===== src/rtl/jacobian_transpose_step.sv =====
// -----------------------------------------------------------------------------
// jacobian_transpose_step
//
// Computes the inverse-kinematics joint update
//     dtheta = alpha * J^T * err
// from a 6x6 Jacobian, a 6-element pose error and a scalar step gain. All
// values are signed Q10.16 fixed point (W bits, FRAC fractional bits).
//
// A single signed W x W multiplier is shared in time:
//   MAC   : 36 cycles, joint c outer, task row r inner, acc += J[r][c]*err[r].
//           At the last row the column sum is scaled back to Q10.16,
//           saturated and stored in sum[c].
//   SCALE : 6 cycles, dtheta[k] = sat((alpha * sum[k]) >>> FRAC).
//   DONE  : result presented until the consumer accepts it.
// The result appears exactly 42 enabled clock edges after the accept edge.
//
// Ports
//   clk             system clock
//   rst             asynchronous, active-low reset
//   en              clock enable; when low every register holds
//   in_valid        jacobian_matrix / err / alpha are valid
//   in_ready        block is idle and can accept a transaction
//   jacobian_matrix J[r][c], r = task row (vx,vy,vz,wx,wy,wz), c = joint
//   err             pose error per task row
//   alpha           step gain
//   out_valid       dtheta is valid
//   out_ready       consumer accepts dtheta
//   dtheta          joint update per joint
//   sat_flag        at least one clamp happened in this transaction
//   busy            a transaction is in progress or waiting to be taken
// -----------------------------------------------------------------------------
module jacobian_transpose_step #(
    parameter int W     = 27,
    parameter int FRAC  = 16,
    parameter int ACC_W = 57
) (
    input  logic                      clk,
    input  logic                      rst,
    input  logic                      en,
    input  logic                      in_valid,
    output logic                      in_ready,
    input  logic [5:0][5:0][W-1:0]    jacobian_matrix,
    input  logic [5:0][W-1:0]         err,
    input  logic [W-1:0]              alpha,
    output logic                      out_valid,
    input  logic                      out_ready,
    output logic [5:0][W-1:0]         dtheta,
    output logic                      sat_flag,
    output logic                      busy
);

    typedef enum logic [1:0] {
        IDLE  = 2'd0,
        MAC   = 2'd1,
        SCALE = 2'd2,
        DONE  = 2'd3
    } state_t;

    // Result of a saturating narrow: the clamped value plus a clamp indicator.
    typedef struct packed {
        logic         clamped;
        logic [W-1:0] value;
    } sat_t;

    // Narrow an ACC_W-bit signed value to W bits with saturation. The value
    // fits exactly when every bit from W-1 upward equals the sign bit.
    function automatic sat_t sat_w(input logic signed [ACC_W-1:0] v);
        sat_t res;
        if ((&v[ACC_W-1:W-1]) || !(|v[ACC_W-1:W-1])) begin
            res.clamped = 1'b0;
            res.value   = v[W-1:0];
        end else begin
            res.clamped = 1'b1;
            res.value   = v[ACC_W-1] ? {1'b1, {(W-1){1'b0}}}
                                     : {1'b0, {(W-1){1'b1}}};
        end
        return res;
    endfunction

    // -------------------------------------------------------------------------
    // State
    // -------------------------------------------------------------------------
    state_t                    state;
    logic [2:0]                r_idx;     // task row inside a column (MAC)
    logic [2:0]                c_idx;     // joint / column (MAC)
    logic [2:0]                k_idx;     // joint being scaled (SCALE)
    logic signed [ACC_W-1:0]   acc;
    logic [5:0][W-1:0]         sum_reg;   // J^T * err per joint, Q10.16

    // Captured operands; the inputs are free to change after the accept edge.
    logic [5:0][5:0][W-1:0]    j_reg;
    logic [5:0][W-1:0]         err_reg;
    logic [W-1:0]              alpha_reg;

    // -------------------------------------------------------------------------
    // Shared multiplier and result narrowing
    // -------------------------------------------------------------------------
    logic signed [W-1:0]       mul_a;
    logic signed [W-1:0]       mul_b;
    logic signed [2*W-1:0]     product;
    logic signed [ACC_W-1:0]   product_ext;
    logic signed [ACC_W-1:0]   acc_next;
    sat_t                      mac_sat;
    sat_t                      scale_sat;

    // NOTE: every variable gets a value before any conditional assignment so
    // no path leaves it unassigned; otherwise synthesis infers a latch.
    always_comb begin
        mul_a = j_reg[r_idx][c_idx];
        mul_b = err_reg[r_idx];
        if (state == SCALE) begin
            mul_a = alpha_reg;
            mul_b = sum_reg[k_idx];
        end
    end

    // Both operands are signed, so the full 2W-bit product is exact.
    assign product     = mul_a * mul_b;
    assign product_ext = {{(ACC_W-2*W){product[2*W-1]}}, product};
    assign acc_next    = acc + product_ext;

    // >>> on a signed operand is an arithmetic shift: floor rounding.
    assign mac_sat     = sat_w(acc_next >>> FRAC);
    assign scale_sat   = sat_w(product_ext >>> FRAC);

    // -------------------------------------------------------------------------
    // Operand capture
    // -------------------------------------------------------------------------
    // NOTE: these are pure datapath storage, always written before they are
    // read, so they are deliberately left out of reset; this keeps the large
    // register bank free of reset routing.
    always_ff @(posedge clk) begin
        if (en && (state == IDLE) && in_valid) begin
            j_reg     <= jacobian_matrix;
            err_reg   <= err;
            alpha_reg <= alpha;
        end
    end

    // -------------------------------------------------------------------------
    // Control FSM and result registers
    // -------------------------------------------------------------------------
    // NOTE: sequential state uses non-blocking assignments so every register
    // samples pre-edge values, independent of statement order.
    always_ff @(posedge clk or negedge rst) begin
        if (!rst) begin
            state    <= IDLE;
            r_idx    <= '0;
            c_idx    <= '0;
            k_idx    <= '0;
            acc      <= '0;
            sum_reg  <= '0;
            dtheta   <= '0;
            sat_flag <= 1'b0;
        end else if (en) begin
            case (state)
                IDLE: begin
                    if (in_valid) begin
                        sat_flag <= 1'b0;
                        r_idx    <= '0;
                        c_idx    <= '0;
                        acc      <= '0;
                        state    <= MAC;
                    end
                end

                MAC: begin
                    if (r_idx == 3'd5) begin
                        // Last row of this column: the sum includes the
                        // current product, then the accumulator restarts.
                        sum_reg[c_idx] <= mac_sat.value;
                        if (mac_sat.clamped) begin
                            sat_flag <= 1'b1;
                        end
                        acc   <= '0;
                        r_idx <= '0;
                        if (c_idx == 3'd5) begin
                            c_idx <= '0;
                            k_idx <= '0;
                            state <= SCALE;
                        end else begin
                            c_idx <= c_idx + 3'd1;
                        end
                    end else begin
                        acc   <= acc_next;
                        r_idx <= r_idx + 3'd1;
                    end
                end

                SCALE: begin
                    dtheta[k_idx] <= scale_sat.value;
                    if (scale_sat.clamped) begin
                        sat_flag <= 1'b1;
                    end
                    if (k_idx == 3'd5) begin
                        k_idx <= '0;
                        state <= DONE;
                    end else begin
                        k_idx <= k_idx + 3'd1;
                    end
                end

                DONE: begin
                    if (out_ready) begin
                        state <= IDLE;
                    end
                end

                default: state <= IDLE;
            endcase
        end
    end

    // Handshake outputs are decoded straight from the state register.
    assign in_ready  = (state == IDLE);
    assign out_valid = (state == DONE);
    assign busy      = (state != IDLE);

endmodule


===== config.mk =====
export PLATFORM = sky130hd
export DESIGN_NAME = jacobian_transpose_step
export DESIGN_NICKNAME = d
export VERILOG_FILES = /design/src/rtl/jacobian_transpose_step.sv
export SDC_FILE = /design/constraint.sdc
export NUM_CORES = 2
export LEC_CHECK = 0
export CAP_MARGIN = 20
export CORE_AREA = 2 2 516 518
export CTS_CLUSTER_SIZE = 16
export DETAILED_ROUTE_END_ITERATION = 6
export DIE_AREA = 0 0 518 520
export PLACE_DENSITY = 0.65
export SETUP_SLACK_MARGIN = 0.02
export SLEW_MARGIN = 20
export SYNTH_ARGS = -nofsm -noshare
export SYNTH_HDL_FRONTEND = slang
export SYNTH_SLANG_ARGS = --single-unit

===== constraint.sdc =====
create_clock -name clk -period 36.1 [get_ports clk]
set_clock_uncertainty 0.1 [all_clocks]
set_input_delay 3.61 -clock clk [delete_from_list [all_inputs] [get_ports clk]]
set_output_delay 3.61 -clock clk [all_outputs]
set_load 0.01 [all_outputs]

==> results.sh <==
export IMPL_cp_arrival_ps=16820
export IMPL_vias_per_cell=5.30
export IMPL_synthTopCellsByArea="edfxtp_1 38%, fa_1 17%, dfrtp_1 11%"
export IMPL_whs_path_depth=2
export IMPL_rows=189
export IMPL_hold_viol_final=0
export IMPL_regArea_sq_um=44700
export IMPL_finalWeightedCongestion=0.957
export IMPL_h_tree_depth=4
export IMPL_rr_worst_depth=43
export IMPL_path_common_cell="inv_1"
export IMPL_crit_slowest_cell="dfrtp_4"
export IMPL_layout_nets=10600
export IMPL_drv_slew=0
export IMPL_fmax_ghz=0.0617
export IMPL_antenna_found_initial=193
export IMPL_io_buffers=1331
export IMPL_hold_buffers=0
export IMPL_setup_viol_count_final=0
export IMPL_grt_ovfl_total=0
export IMPL_grt_max_degree=185
export IMPL_min_period_over_period=0.449
export IMPL_hold_path_class="flop to flop"
export IMPL_cts_setup_buffers=0
export IMPL_tightest_slew_ps=1180
export IMPL_numCtsBuffers=168
export IMPL_path_max_fanout=52
export IMPL_grt_util_all_layers=0.291
export IMPL_core_area_sq_um=264000
export IMPL_synthesis_area_sq_um=91500
export IMPL_die_area_sq_um=269000
export IMPL_ys_seq_area_frac=0.488
export IMPL_status="complete, no violations"
export IMPL_area_growth_pct=25.6
export IMPL_ys_seq_elements=1554
export IMPL_drtAntennaViolNets=0
export IMPL_yosysWarnings=0
export IMPL_yosysTopAreaCellShare=0.381
export IMPL_grt_util_met1=0.324
export IMPL_synth_cells=7224
export IMPL_die_w_um=518
export IMPL_path_buf_inv=11
export IMPL_yosys_cell_types_count=102
export IMPL_crit_type="flop to flop"
export IMPL_clk_pin_slew_ps=60
export IMPL_multiInputGateArea_sq_um=41800
export IMPL_die_h_um=520
export IMPL_grt_met2_usage=0.480
export IMPL_ys_async_sr_fraction=0.253
export IMPL_clkSinkCount=1554
export IMPL_synth_nets=9372
export IMPL_setup_tns_final_ps=0
export IMPL_clock_latency_ps=870
export IMPL_grt_pass1_wl_mm=539
export IMPL_clock_root_buffer="clkbuf_16"
export IMPL_worst_path_stages=43
export IMPL_drv_cap=0
export IMPL_crit_path_end_kind="flop"
export IMPL_n_fill_cell=24400
export IMPL_grt_pass1_vias=67500
export IMPL_syn_avg_cell_area_sq_um=12.7
export IMPL_use_met3=0.0839
export IMPL_min_period_ps=16210
export IMPL_critPathMaxStageDelay_ps=870
export IMPL_critical_path_required_ps=36710
export IMPL_yosysTopAreaCell="edfxtp_1"
export IMPL_crit_family="adder cells"
export IMPL_cts_buffer_depth=3
export IMPL_ios=1332
export IMPL_wl_per_cell_um=32.3
export IMPL_grt_setup_unrepaired="no"
export IMPL_via_count=65100
export IMPL_drive_above_1_share=0.113
export IMPL_cts_resized_gates=0
export IMPL_drc=0
export IMPL_cts_tree="done"
export IMPL_start_util=0.347
export IMPL_busiest_layer="met2"
export IMPL_firstDrtPassIters=5
export IMPL_cp_start_kind="flop"
export IMPL_largest_reg_flops=972
export IMPL_place_hpwl_mm=316
export IMPL_drt_iter0_drc=6810
export IMPL_timing_slew_headroom=0.210
export IMPL_synth_edf_count=1161
export IMPL_synthFlopType="edfxtp_1"
export IMPL_drt_total_wl_mm=396
## cell usage in the layout, fill, tap and decap left out, types with 36 or more instances in the layout
master,n
a21oi_2,135
inv_1,943
and2_1,143
edfxtp_1,1161
a221oi_1,57
mux4_2,248
clkdlybuf4s50_1,1330
o21ai_0,168
clkbuf_16,169
fa_1,762
o21ai_1,44
nor2b_1,94
nand2_1,693
buf_4,121
ha_1,219
nand2b_1,36
xnor2_1,69
dfrtp_1,386
mux2_2,103
mux2i_1,103
a21oi_1,407
nand3_1,59
diode_2,150
nor2_1,475
a21o_1,43
## metrics by stage
step	utilization	worst slack (ps)	cell area (sq um)	cells	hold slack, ps
5_1_grt	0.435	19270	115000	12200	408
2_1_floorplan	-	6820	91500	7224	356
4_1_cts	0.434	19800	114000	12100	384
3_3_place_gp	0.412	19780	109000	11800	366
3_5_place_dp	0.413	19860	109000	11800	370
6_report	0.435	19890	115000	12300	378
## path summary, 6_finish.rpt
path / startpoint / to / slack (ps)
hold / removal: dtheta[17] / dtheta[17] / 380
hold reg to reg: dtheta[17] / dtheta[17] / 380
setup reg to reg: r_idx[1] / sat_flag / 19890
max in group asynchronous: rst / acc[13] / 31030
min in group asynchronous: rst / dtheta[44] / 2620
setup / recovery: r_idx[1] / sat_flag / 19890
## final cells by class
class,count,area share
diodes,150,0.00327
clock buffers,206,0.0386
clock inverters,96,0.0101
inverters,951,0.0312
repair buffers,1464,0.126
multi-input cells,4310,0.363
well taps,3533,0.0385
flip-flops and latches,1554,0.389
## worst min-delay path: cells and delay by family (launching register included)
kind / cells / cell delay [ps]
AND/OR/NAND/NOR: 1 / 50
flip-flops: 1 / 340
AO/OA/AOI/OAI: 1 / 60
## cell families after synthesis
logic type / share of synthesized area
and+or+nand+nor: 0.0812
DFF: 0.488
xor gates and xnor gates: 0.0100
AOI/OAI and AO/OA: 0.0789
buffers and inverters: 0.0591
muxes: 0.0856
adders and majority gates: 0.197
## cells in the mapped netlist (25+ instances only)
| cell | number |
|---|---|
| a21o_1 | 43 |
| a21oi_1 | 426 |
| a21oi_2 | 128 |
| a221oi_1 | 58 |
| a22o_1 | 34 |
| and2_1 | 143 |
| buf_2 | 77 |
| buf_6 | 25 |
| clkbuf_1 | 282 |
| dfrtp_1 | 393 |
| edfxtp_1 | 1161 |
| fa_1 | 762 |
| ha_1 | 220 |
| inv_1 | 947 |
| mux2_2 | 102 |
| mux2i_1 | 105 |
| mux4_2 | 248 |
| nand2_1 | 695 |
| nand2b_1 | 37 |
| nand3_1 | 59 |
| nand4_1 | 34 |
| nor2_1 | 485 |
| nor2b_1 | 94 |
| nor3_1 | 36 |
| o21ai_0 | 170 |
| o21ai_1 | 45 |
| xnor2_1 | 70 |
| xor2_1 | 31 |
## layer usage
metal | vias to the layer above | part of all wire
met5 | - | 0.0019
li1 | 27300 | -
met3 | 769 | 0.087
met4 | 92 | 0.079
met1 | 33800 | 0.35
met2 | 3090 | 0.49
Power is left out: the tool's default activity adds up to more than one toggle a clock period on the data nets, which glitch-free logic cannot reach.
